==> config.mk <==
export PLATFORM = sky130hd
export DESIGN_NAME = handshake_arb_sender_flat
export DESIGN_NICKNAME = d
export VERILOG_FILES = /design/src/rtl/handshake_arb_sender_if.sv /design/src/rtl/handshake_arb_sender.sv /design/src/flat_wrapper.sv
export SDC_FILE = /design/constraint.sdc
export NUM_CORES = 1
export LEC_CHECK = 0
export ABC_AREA = 1
export CORE_AREA = 2 2 116 90
export DETAILED_ROUTE_END_ITERATION = 8
export DIE_AREA = 0 0 118 92
export PLACE_DENSITY_LB_ADDON = 0.08
export SYNTH_ARGS = -nofsm -noshare
export SYNTH_HDL_FRONTEND = slang
export SYNTH_SLANG_ARGS = --single-unit
==> constraint.sdc <==
create_clock -name i_clk -period 2.6 [get_ports i_clk]
set_input_delay 0.52 -clock i_clk [delete_from_list [all_inputs] [get_ports i_clk]]
set_output_delay 0.52 -clock i_clk [all_outputs]
set_load 0.005 [all_outputs]
==> src/rtl/handshake_arb_sender_if.sv <==
// Bus bundle for handshake_arb_sender: requester side plus the cross-domain
// 4-phase handshake. master = the sender, slave = requesters/handshake peer.
interface handshake_arb_sender_if #(
    parameter int unsigned NUM_REQ    = 4,
    parameter int unsigned DATA_WIDTH = 32
);
    localparam int unsigned SRC_W = (NUM_REQ > 1) ? $clog2(NUM_REQ) : 1;

    logic [NUM_REQ-1:0]            i_req;
    logic [NUM_REQ*DATA_WIDTH-1:0] i_data;
    logic [NUM_REQ-1:0]            o_grant;
    logic                          o_hs_valid;
    logic [DATA_WIDTH-1:0]         o_hs_data;
    logic [SRC_W-1:0]              o_hs_src;
    logic                          i_hs_ack;
    logic                          o_busy;
    logic                          o_done;
    logic                          o_timeout;

    modport master (
        input  i_req, i_data, i_hs_ack,
        output o_grant, o_hs_valid, o_hs_data, o_hs_src, o_busy, o_done, o_timeout
    );

    modport slave (
        output i_req, i_data, i_hs_ack,
        input  o_grant, o_hs_valid, o_hs_data, o_hs_src, o_busy, o_done, o_timeout
    );
endinterface

==> src/rtl/handshake_arb_sender.sv <==
// Round-robin arbiter that launches one payload at a time into a 4-phase handshake.
// Define HANDSHAKE_ARB_SENDER_TIMEOUT_EN to build the sticky transfer watchdog.
module handshake_arb_sender #(
    parameter int unsigned NUM_REQ        = 4,
    parameter int unsigned DATA_WIDTH     = 32,
    parameter int unsigned TIMEOUT_CYCLES = 1023
) (
    input  logic                   i_clk,
    input  logic                   i_rst,
    handshake_arb_sender_if.master bus
);
    localparam int unsigned SRC_W = (NUM_REQ > 1) ? $clog2(NUM_REQ) : 1;

    localparam logic [1:0] IDLE    = 2'd0;
    localparam logic [1:0] SEND    = 2'd1;
    localparam logic [1:0] RELEASE = 2'd2;

    logic [1:0]            state_q, state_next;
    logic [SRC_W-1:0]      ptr_q, ptr_next;
    logic                  hs_valid_q, hs_valid_next;
    logic [DATA_WIDTH-1:0] hs_data_q, hs_data_next;
    logic [SRC_W-1:0]      hs_src_q, hs_src_next;
    logic                  done_q, done_next;
    logic [NUM_REQ-1:0]    grant_c;

    logic [DATA_WIDTH-1:0] req_data [NUM_REQ];
    logic                  win_found;
    logic [SRC_W-1:0]      win_idx;
    logic [SRC_W-1:0]      cand;

    for (genvar k = 0; k < NUM_REQ; k++) begin : g_unpack
        assign req_data[k] = bus.i_data[k*DATA_WIDTH +: DATA_WIDTH];
    end

    // Round-robin search: first requester at or after ptr, wrapping.
    always_comb begin
        win_found = 1'b0;
        win_idx   = '0;
        cand      = '0;
        for (int unsigned i = 0; i < NUM_REQ; i++) begin
            cand = SRC_W'((32'(ptr_q) + i) % NUM_REQ);
            if (!win_found && bus.i_req[cand]) begin
                win_found = 1'b1;
                win_idx   = cand;
            end
        end
    end

    // Next state and registered-output values.
    always_comb begin
        state_next   = state_q;
        ptr_next     = ptr_q;
        hs_data_next = hs_data_q;
        hs_src_next  = hs_src_q;
        done_next    = 1'b0;
        grant_c      = '0;

        case (state_q)
            IDLE: begin
                // A still-high ack belongs to an abandoned transfer; wait it out.
                if (win_found && !bus.i_hs_ack) begin
                    grant_c      = NUM_REQ'(1) << win_idx;
                    ptr_next     = (win_idx == SRC_W'(NUM_REQ - 1)) ? '0 : win_idx + SRC_W'(1);
                    hs_data_next = req_data[win_idx];
                    hs_src_next  = win_idx;
                    state_next   = SEND;
                end
            end
            SEND: begin
                if (bus.i_hs_ack) begin
                    state_next = RELEASE;
                end
            end
            RELEASE: begin
                if (!bus.i_hs_ack) begin
                    done_next  = 1'b1;
                    state_next = IDLE;
                end
            end
            default: begin
                state_next = IDLE;
            end
        endcase

        hs_valid_next = (state_next == SEND);
    end

    always_ff @(posedge i_clk) begin
        if (i_rst) begin
            state_q    <= IDLE;
            ptr_q      <= '0;
            hs_valid_q <= 1'b0;
            hs_data_q  <= '0;
            hs_src_q   <= '0;
            done_q     <= 1'b0;
        end else begin
            state_q    <= state_next;
            ptr_q      <= ptr_next;
            hs_valid_q <= hs_valid_next;
            hs_data_q  <= hs_data_next;
            hs_src_q   <= hs_src_next;
            done_q     <= done_next;
        end
    end

`ifdef HANDSHAKE_ARB_SENDER_TIMEOUT_EN
    localparam int unsigned CNT_W = $clog2(TIMEOUT_CYCLES + 1);

    logic [CNT_W-1:0] wd_cnt_q, wd_cnt_next;
    logic             timeout_q, timeout_next;

    // Counter holds busy cycles already elapsed; the flag is armed one count
    // early so it is visible on the TIMEOUT_CYCLES-th busy cycle.
    always_comb begin
        wd_cnt_next  = wd_cnt_q;
        timeout_next = timeout_q;
        if (state_next != IDLE) begin
            if (state_q == IDLE) begin
                wd_cnt_next = '0;
            end else if (wd_cnt_q != CNT_W'(TIMEOUT_CYCLES)) begin
                wd_cnt_next = wd_cnt_q + CNT_W'(1);
            end
            if (wd_cnt_next >= CNT_W'(TIMEOUT_CYCLES - 1)) begin
                timeout_next = 1'b1;
            end
        end
    end

    always_ff @(posedge i_clk) begin
        if (i_rst) begin
            wd_cnt_q  <= '0;
            timeout_q <= 1'b0;
        end else begin
            wd_cnt_q  <= wd_cnt_next;
            timeout_q <= timeout_next;
        end
    end

    assign bus.o_timeout = timeout_q;
`else
    logic unused_timeout_cfg;
    assign unused_timeout_cfg = (TIMEOUT_CYCLES != 0);
    assign bus.o_timeout      = 1'b0;
`endif

    assign bus.o_grant    = i_rst ? '0 : grant_c;
    assign bus.o_busy     = !i_rst && (state_q != IDLE);
    assign bus.o_hs_valid = hs_valid_q;
    assign bus.o_hs_data  = hs_data_q;
    assign bus.o_hs_src   = hs_src_q;
    assign bus.o_done     = done_q;
endmodule

==> src/flat_wrapper.sv <==
// flat-port wrapper written by rule: the top's interface ports become plain ports
module handshake_arb_sender_flat 
#(
    parameter int unsigned NUM_REQ        = 4,
    parameter int unsigned DATA_WIDTH     = 32,
    parameter int unsigned TIMEOUT_CYCLES = 1023
)
  (i_clk, i_rst, bus_i_req, bus_i_data, bus_i_hs_ack, bus_o_grant, bus_o_hs_valid, bus_o_hs_data, bus_o_hs_src, bus_o_busy, bus_o_done, bus_o_timeout);
  handshake_arb_sender_if #(.NUM_REQ(NUM_REQ), .DATA_WIDTH(DATA_WIDTH)) bus_i ();
  input  logic i_clk;
  input  logic i_rst;
  input wire logic [$bits(bus_i.i_req)-1:0] bus_i_req;
  input wire logic [$bits(bus_i.i_data)-1:0] bus_i_data;
  input wire logic [$bits(bus_i.i_hs_ack)-1:0] bus_i_hs_ack;
  output wire logic [$bits(bus_i.o_grant)-1:0] bus_o_grant;
  output wire logic [$bits(bus_i.o_hs_valid)-1:0] bus_o_hs_valid;
  output wire logic [$bits(bus_i.o_hs_data)-1:0] bus_o_hs_data;
  output wire logic [$bits(bus_i.o_hs_src)-1:0] bus_o_hs_src;
  output wire logic [$bits(bus_i.o_busy)-1:0] bus_o_busy;
  output wire logic [$bits(bus_i.o_done)-1:0] bus_o_done;
  output wire logic [$bits(bus_i.o_timeout)-1:0] bus_o_timeout;
  assign bus_i.i_req = bus_i_req;
  assign bus_i.i_data = bus_i_data;
  assign bus_i.i_hs_ack = bus_i_hs_ack;
  assign bus_o_grant = bus_i.o_grant;
  assign bus_o_hs_valid = bus_i.o_hs_valid;
  assign bus_o_hs_data = bus_i.o_hs_data;
  assign bus_o_hs_src = bus_i.o_hs_src;
  assign bus_o_busy = bus_i.o_busy;
  assign bus_o_done = bus_i.o_done;
  assign bus_o_timeout = bus_i.o_timeout;
  handshake_arb_sender #(.NUM_REQ(NUM_REQ), .DATA_WIDTH(DATA_WIDTH), .TIMEOUT_CYCLES(TIMEOUT_CYCLES)) u_core (.i_clk(i_clk), .i_rst(i_rst), .bus(bus_i));
endmodule
==> flow_summary.toml, run 1 <==
[route]
drt-vias-per-instance = 4.56
wl_um = 11600
detail_route.iter0.violations = 252
routedWlPerCell_um = 12.1
dr.pass1.iters = 4
drc = 0
vias = 4372
antenna_left = 0

[worst_setup_path]
crit_family = "simple AND/OR/NAND/NOR gates"
r2r_cells = 17
critPathCaptureType = "output port"
cp_slowest_cell = "dlygate4sd2_1"
crit_chain = "dlygate4sd2_1, inv_2, nand2_2, nand3_2, nand2_2, nor2_4, nand4_1, nand2_4, buf_6, ha_4, inv_2, nor3_2, buf_2"
critPathKind = "input port to output port"
rrSetupSlack_ns = 0.16
critPathLaunchType = "input port"
max_stage_delay_ns = 0.24
r2r_start = "u_core.ptr_q[0]$_SDFFE_PP0P_"
critPathRequiredTime_ns = 2.08
cp_max_fo = 4
crit_buf_inv = 5
arrival_ns = 2.15
r2r_end = "u_core.bus.o_hs_data[24]$_SDFFE_PP0P_"

[grt]
antenna_found_initial = 0
grt_use_total = 0.203
grt_pass1_vias = 3826
grt-ovfl-total = 0
grt_pass1_wl_um = 18300
grt_max_degree = 68

[clocking]
clk_latency_ns = 0.28
numCtsBuffers = 5
cts_num_sinks = 40
cts_tree = "built"
clk_pin_slew_worst_paths_ns = 0.06
cts_root_buf = "clkbuf_16"
clock_path_buffers = 2
cts-htree-levels = 2

[floorplanning]
ios = 177
die_w_um = 118
fp-row-count = 32
die_y_um = 92
core_um2 = 9890
die-area_um2 = 10900
initial_core_util = 0.354

[logic_synthesis]
ys_seq_area_frac = 0.229
synth_area_leader_cell = "nand3_1"
syn_nets = 781
synth-main-ff-cell = "dfxtp_1"
synthesis.area_um2 = 3500
yosysUniqueCellTypes = 28
synth_top_area_frac = 0.235
synth.top_cells.by_area = "nand3_1, dfxtp_1, inv_1, nand2_1, nor2_1"
yosys_warnings = 0
yosys-top-cells-count = "inv_1, nand3_1, nand2_1"
syn_inst = 645
synth_edf_count = 0
synth.avg_cell_area_um2 = 5.42
ys_seq_elements = 40
yosysMostFrequentCell = "inv_1"
synth-async-reset-ratio = 0

[worst_hold_path]
hp-class = "register to register"
min_from = "u_core.state_q[0]$_SDFF_PP0_"
holdPathEnd = "u_core.bus.o_done$_SDFF_PP0_"
worstHoldPathCells = 1

[timing]
rsz0062_at_grt = "true"
fin_setup_tns_ns = -0.0904
relSlewSlack = 0.552
worst_slew_pin_slew_ns = 0.672
setup_viol = 2
hold_viol_final = 0
fmax_ghz = 0.375
drv_slew = 0
post-route-min-period_ns = 2.67
fin_skew_ns = 0.00265
worst_slack_ns = -0.0656
timing.final.crit_share = 1.03
fin_hold_ws_ns = 0.493

[power]
internal_power_mw = 3.76
swShare = 0.491
p_switching_mw = 3.63
pwr_density_cell_nw_per_um2 = 1270
seqPwrFrac = 0.135
p_clk_frac = 0.094
peakVddDrop_mv = 1.24
p_total_mw = 7.38
p_leak_nw = 3.13
p_comb_frac = 0.771

[flow_run]
cap_violations = 0

[cells_and_area]
fill_cells = 998
drive_gt1_frac = 0.107
nets = 957
antenna_cells = 0
syn_to_final_growth_pct = 65.7
seqCellArea_um2 = 806
multi_input_area_um2 = 1940

[placement]
port_buffers = 175
place_congestion = 0.866
hpwl_um = 8010

[outcome]
status = "finished with violations"
violations = "negative setup slack"
worst max-delay path by stage:
stage | start | end | slack, ns | cells after the start
floorplan | bus_i_req[3] | bus_o_grant[3] | 0.19 | 10
global placement | bus_i_req[3] | bus_o_grant[3] | -0.57 | 13
detailed placement | bus_i_req[3] | bus_o_grant[3] | -0.63 | 13
CTS | u_core.ptr_q[0]$_SDFFE_PP0P_ | bus_o_grant[3] | -0.0002 | 12
global route | bus_i_req[3] | bus_o_grant[3] | -0.17 | 13
finish | bus_i_req[3] | bus_o_grant[3] | -0.07 | 13
state kept, by name, summed over array words and instances, names as in the netlist:
register and cells:
u_core.bus.o_hs_data 32, u_core.bus.o_done 1, u_core.ptr_q 2, u_core.bus.o_hs_valid 1
u_core.bus.o_hs_src 2, u_core.state_q 2
cell usage in the layout (no fill, tap or decap):
cell	instances
conb_1	1
dfxtp_4	1
buf_12	3
dfxtp_2	1
clkdlybuf4s15_1	1
buf_2	5
nand2_2	6
nor2_4	3
nand3_1	161
nand2_4	12
o21ai_0	4
o211ai_4	1
and2_4	1
buf_6	3
nor2_1	69
o21ai_4	2
clkinv_8	1
a31oi_1	1
nor3_2	3
clkinv_2	1
dfxtp_1	38
nand3_2	3
clkinvlp_4	1
nand3_4	1
buf_4	27
nand3b_1	1
a21oi_1	4
nand2_1	112
nand4_1	2
ha_4	1
nor3_1	2
clkdlybuf4s50_1	166
clkbuf_16	6
dlygate4sd2_1	3
bufinv_16	1
inv_2	5
inv_1	169
what timing repair did:
item                       in CTS  in global routing
pin swaps                      19                 16
setup endpoints to repair       7                  7
hold buffers                    0                  0
buffers inserted                7                  7
gates cloned                    0                  1
resized for setup              41                 30
area by class of cell:
cell class,count,area share
flip-flops and latches,40,0.139
clock inverters,3,0.00734
clock buffers,5,0.0216
repair buffers,209,0.353
well taps,136,0.0294
multi-input cells,390,0.334
inverters,175,0.116
metal layers:
layer  track usage  wire length, um  share of wire
met2         0.346             5620           0.48
met1         0.261             5000           0.43
met4        0.0341               57         0.0049
met5             0                0              0
met3        0.0522              963          0.083
logic make-up (layout without fill, tap and decap cells):
group,after synthesis,count (layout),synth area share
flip-flops,40,40,0.229
other,1,1,0.00107
buffers and inverters,215,392,0.261
AO/OA/AOI/OAI,12,12,0.0233
adder cells (fa/ha/maj),1,1,0.00358
AND/OR/NAND/NOR,376,376,0.482
stage by stage:
stage           util  setup slack [ns]  instance area [um^2]  std cells
6_report       0.586           -0.0656                  5790        958
5_1_grt        0.586            -0.172                  5790        958
4_1_cts        0.566         -0.000158                  5590        950
3_5_place_dp   0.537            -0.631                  5320        935
3_3_place_gp   0.537            -0.569                  5320        935
2_1_floorplan      -             0.194                  3500        645
power groups by stage:
| stage | Clock, mW | Sequential (mW) | Combinational, mW |
|---|---|---|---|
| finish | 0.691 | 0.998 | 5.69 |
| global route | 0.744 | 1.03 | 6.35 |
| CTS | 0.712 | 0.987 | 5.29 |
| detailed placement | 0 | 0.990 | 4.95 |
| global placement | 0 | 0.979 | 4.87 |
| floorplan | 0 | 1.00 | 3.61 |
Power figures use the tool's default switching activity.
==> run 2, diff against run 1 <==
Settings changed: ABC_AREA 1 to default, CORE_AREA 2 2 116 90 to 2 2 101 79, DIE_AREA 0 0 118 92 to 0 0 103 81, SLEW_MARGIN from default to 0.
==> run 2 against run 1 <==
Compared with the run above: the flow now finishes without violations; combinational power is 85% lower; non-clock buffer count is 7 lower; total power is 73% lower; sequential power is 28% lower; cell count is 38% lower; clock power is 36% lower; cell area is 20% lower; worst setup slack better by 0.16 ns; flip-flop and latch count stayed put; first-iteration DRC count is 42% lower; maximum frequency is 6.4% higher; synthesized cell count is 51% lower; largest cell class unchanged.
==> flow_summary.toml, run 2 <==
[clocking]
cts_tree = "built"
clk_latency_ns = 0.29
numCtsBuffers = 5
clock_path_buffers = 2
cts-htree-levels = 2
cts_num_sinks = 40
clk_pin_slew_worst_paths_ns = 0.08
cts_root_buf = "clkbuf_8"

[timing]
fin_setup_tns_ns = 0
timing.final.crit_share = 0.964
post-route-min-period_ns = 2.51
rsz0062_at_grt = "false"
setup_viol = 0
drv_slew = 0
hold_viol_final = 0
fmax_ghz = 0.399
worst_slack_ns = 0.0936
fin_skew_ns = 0.00657

[logic_synthesis]
ys_seq_elements = 40
synthesis.area_um2 = 2570
synth_area_leader_cell = "dfxtp_1"
synth_edf_count = 0
syn_inst = 313
synth-main-ff-cell = "dfxtp_1"
yosysMostFrequentCell = "dfxtp_1"
yosys-top-cells-count = "dfxtp_1, nand2_1, mux2i_1"
yosys_warnings = 0
syn_nets = 449
ys_seq_area_frac = 0.312
synth-async-reset-ratio = 0
synth.avg_cell_area_um2 = 8.20
synth_top_area_frac = 0.312
synth.top_cells.by_area = "dfxtp_1, mux2i_1, a211o_1, o211ai_1, nand3_1"
yosysUniqueCellTypes = 37

[route]
detail_route.iter0.violations = 145
wl_um = 9680
dr.pass1.iters = 5
drc = 0
vias = 3096
antenna_left = 0
routedWlPerCell_um = 16.3
drt-vias-per-instance = 5.20

[worst_setup_path]
crit_chain = "dlygate4sd2_1, nor2b_2, a221oi_2, or2_1, buf_4, buf_4, nor3_2, clkdlybuf4s15_1"
critPathCaptureType = "output port"
critPathLaunchType = "input port"
cp_max_fo = 3
crit_buf_inv = 4
max_stage_delay_ns = 0.27
cp_slowest_cell = "dlygate4sd2_1"
arrival_ns = 1.99
path_common_cell = "buf_4"
r2r_cells = 6
r2r_start = "u_core.ptr_q[1]$_SDFFE_PP0P_"
critPathKind = "input port to output port"
r2r_end = "u_core.bus.o_hs_data[18]$_SDFFE_PP0P_"
critPathRequiredTime_ns = 2.08
crit_family = "buffers and inverters"
rrSetupSlack_ns = 0.72

[cells_and_area]
final_common_cell = "clkdlybuf4s50_1"
largest_register_ffs = 32
antenna_cells = 0
syn_to_final_growth_pct = 80.8
drive_gt1_frac = 0.100
final_cell_mix = "clkdlybuf4s50_1, dfxtp_1, nand2_1"
nets = 625

[floorplanning]
die_w_um = 103
die-area_um2 = 8340
core_um2 = 7500
die_y_um = 81
fp-row-count = 28
ios = 177
initial_core_util = 0.342

[power]
seqPwrFrac = 0.360
p_switching_uw = 615
p_comb_frac = 0.418
p_clk_frac = 0.222
internal_power_mw = 1.37
p_total_mw = 1.99
peakVddDrop_mv = 0.216
swShare = 0.309
p_leak_nw = 1.77
pwr_density_cell_nw_per_um2 = 428

[grt]
grt-ovfl-total = 0
antenna_found_initial = 0
grt_max_degree = 33
grt_use_total = 0.224
grt_pass1_wl_um = 14600
grt_pass1_vias = 3001

[worst_hold_path]
holdPathEnd = "u_core.bus.o_hs_data[30]$_SDFFE_PP0P_"
min_from = "u_core.bus.o_hs_data[30]$_SDFFE_PP0P_"
hp-class = "register to register"
worstHoldPathCells = 2

[flow_run]
cap_violations = 0

[placement]
place_congestion = 0.776
port_buffers = 175
dp_slack_ns = -0.496
hpwl_um = 6990

[outcome]
status = "complete, no violations"
[run 2: repair_timing]
item	in CTS	in global routing
pin swaps	3	3
gates resized for setup	18	3
hold buffers	0	0
setup endpoints to repair	4	3
setup buffers	2	0
[run 2: final cells by class]
type                    instances  area (um^2)
clock buffers                   8         90.1
fillers                       667         2860
inverters                       4         17.5
multi-input cells             236         1610
flip-flops and latches         40          801
well taps                     105          131
repair buffers                202         1990
[run 2: metrics by stage]
step                      instances  area (um^2)   util  hold slack, ns
final                           595         4640  0.619           0.468
after floorplan                 313         2570      -           0.455
after detailed placement        585         4510  0.602           0.457
after global placement          585         4510  0.602           0.452
after CTS                       595         4630  0.618           0.471
after global routing            595         4640  0.619           0.498
[run 2: how the worst max path moves through the flow]
stage / slack [ns] / end / start / cells after the start
floorplan: 0.43 / bus_o_grant[1] / bus_i_req[2] / 6
global route: 0.006 / bus_o_grant[3] / bus_i_req[2] / 8
finish: 0.09 / bus_o_grant[2] / bus_i_req[1] / 8
CTS: 0.03 / bus_o_grant[2] / bus_i_req[0] / 9
detailed placement: -0.50 / bus_o_grant[3] / bus_i_req[2] / 8
global placement: -0.47 / bus_o_grant[3] / bus_i_req[2] / 8
[run 2: logic make-up (layout without fill, tap and decap cells)]
| logic type | Yosys count | after routing | share of synthesized area |
|---|---|---|---|
| multiplexers | 35 | 35 | 0.137 |
| buffers and inverters | 37 | 214 | 0.0741 |
| other | 1 | 1 | 0.00146 |
| AND/OR/NAND/NOR | 96 | 96 | 0.187 |
| AO/OA/AOI/OAI | 102 | 102 | 0.280 |
| XOR/XNOR | 1 | 1 | 0.00341 |
| adder cells (fa/ha/maj) | 1 | 1 | 0.00487 |
| flip-flops | 40 | 40 | 0.312 |
[run 2: power groups by stage]
stage	Sequential (mW)	Clock (mW)	Combinational, mW
5_1_grt	0.724	0.476	0.895
3_3_place_gp	0.727	0	0.814
2_1_floorplan	0.732	0	0.358
4_1_cts	0.716	0.450	0.835
3_5_place_dp	0.729	0	0.823
6_report	0.716	0.441	0.831
[run 2: worst reg2reg max path: stages (launching register included)]
cell and delay (ns):
dfxtp_1 0.42, mux2i_1 0.26, o22a_2 0.24, buf_4 0.37, nand3_1 0.16, a211o_1 0.28, o211ai_1 0.07
[run 2: layer usage]
layer,GRT usage,vias up,part of all wire
li1,-,1515,-
met1,0.266,1440,0.43
met2,0.397,135,0.48
met3,0.0645,6,0.091
met4,0.0566,0,0.0057
met5,0,-,0
==> run 3, diff against run 2 <==
Settings changed: CORE_AREA 2 2 101 79 to 5 5 104 82, DIE_AREA 0 0 103 81 to 0 0 109 87.
==> run 3 against run 2 <==
Compared with the run above: die area is 14% higher; largest cell class unchanged; maximum frequency is 1.4% lower; clock skew is 0.0042 ns higher; flip-flop and latch count stayed put; worst setup slack worse by 0.034 ns; via count is 0.39% higher; critical endpoint is now bus_o_grant[1]; clock power is 29% higher; clock-buffer cell count is 1 lower; combinational power is 0.5% higher; sequential share of layout area is 0.20 points lower; register-to-register slack hardly changed; routed wire length is 3.2% higher.
==> flow_summary.toml, run 3 (same netlist as run 2, synthesis figures left out) <==
[outcome]
status = "complete, no violations"

[flow_run]
cap_violations = 0

[grt]
antenna_found_initial = 0
grt-ovfl-total = 0
grt_max_degree = 33
grt_use_total = 0.205
grt_pass1_vias = 3146
grt_pass1_wl_um = 15400

[clocking]
cts_root_buf = "clkbuf_8"
clk_latency_ns = 0.29
clock_path_buffers = 2
cts_tree = "built"
cts-htree-levels = 2
numCtsBuffers = 5
cts_num_sinks = 40
clk_pin_slew_worst_paths_ns = 0.08

[worst_setup_path]
critPathCaptureType = "output port"
critPathLaunchType = "input port"
arrival_ns = 2.02
cp_max_fo = 4
rrSetupSlack_ns = 0.71
critPathRequiredTime_ns = 2.08
critPathKind = "input port to output port"

[timing]
fmax_ghz = 0.394
timing.final.crit_share = 0.977
fin_skew_ns = 0.0108
hold_viol_final = 0
post-route-min-period_ns = 2.54
drv_slew = 0
rsz0062_at_grt = "false"
worst_slack_ns = 0.0593
setup_viol = 0

[route]
antenna_left = 0
wl_um = 9990
detail_route.iter0.violations = 119
drc = 0
dr.pass1.iters = 4
vias = 3108
drt-vias-per-instance = 5.19
routedWlPerCell_um = 16.7

[floorplanning]
die_y_um = 87
initial_core_util = 0.341
fp-row-count = 28
core_um2 = 7530
die-area_um2 = 9480
die_w_um = 109
ios = 177

[placement]
port_buffers = 175
dp_slack_ns = -0.532
hpwl_um = 7530
place_congestion = 0.798
dp.cells = 590
post_dp_cell_area_um2 = 4550

[cells_and_area]
antenna_cells = 0
syn_to_final_growth_pct = 82.9
fin_area_um2 = 4690
final_cell_mix = "clkdlybuf4s50_1, dfxtp_1, nand2_1"
drive_gt1_frac = 0.109
stdcell_count = 599
final_core_util = 0.623
nets = 629
final_common_cell = "clkdlybuf4s50_1"
fill_cells = 671
largest_register_ffs = 32

[worst_hold_path]
hp-class = "register to register"

[power]
p_total_mw = 2.12
p_leak_nw = 1.81
pwr_density_cell_nw_per_um2 = 451
peakVddDrop_mv = 0.257
==> run 3: per-stage QoR <==
| step | TNS, ns | hold slack [ns] |
|---|---|---|
| detailed placement | -2.14 | 0.459 |
| floorplan | 0 | 0.455 |
| global route | 0 | 0.506 |
| CTS | 0 | 0.486 |
| global placement | -1.83 | 0.452 |
| finish | 0 | 0.482 |
==> run 3: worst paths after layout <==
path	from	end	cells past startpoint
worst max-delay path	bus_i_req[0]	bus_o_grant[1]	8
worst min-delay path	u_core.bus.o_hs_data[30]$_SDFFE_PP0P_	u_core.bus.o_hs_data[30]$_SDFFE_PP0P_	2
worst max register to register	u_core.ptr_q[1]$_SDFFE_PP0P_	u_core.bus.o_hs_data[14]$_SDFFE_PP0P_	6
worst min register to register	u_core.bus.o_hs_data[30]$_SDFFE_PP0P_	u_core.bus.o_hs_data[30]$_SDFFE_PP0P_	2
==> run 3: where the power goes <==
| group | switching [mW] | internal (mW) |
|---|---|---|
| Clock | 0.229 | 0.339 |
| Combinational | 0.355 | 0.480 |
| Sequential | 0.0374 | 0.678 |
| Total | 0.621 | 1.50 |
==> run 3: cell type report <==
cell class                 count  area, um^2  area share
multi-input combinational    236        1610       0.343
inverter                       4        17.5     0.00373
clock buffer                   7        96.3      0.0205
tap                          105         131      0.0280
timing repair buffer         206        2010       0.428
sequential                    40         801       0.171
clock inverter                 1        30.0     0.00640
==> run 3: layer usage <==
metal,GRT usage,routed length (um),part of all wire
met5,0,0,0
met4,0.0505,127,0.013
met3,0.0652,918,0.092
met2,0.361,4760,0.48
met1,0.241,4180,0.42
==> run 3: worst max-delay path: stages <==
cell and delay, ns:
clkdlybuf4s15_1 0.23, buf_4 0.17, or4_4 0.52, nand3b_4 0.10, nor2_1 0.06, nand2_1 0.11, nor2_4 0.05, dlygate4sd2_1 0.26
==> run 3: what timing repair did <==
| item | 4_1_cts | 5_1_grt |
|---|---|---|
| gates resized for setup | 18 | 5 |
| hold buffers | 0 | 0 |
| cloned | 0 | 0 |
| setup buffers | 1 | 0 |
| endpoints found under the setup margin | 4 | 3 |
| pin swaps | 3 | 4 |
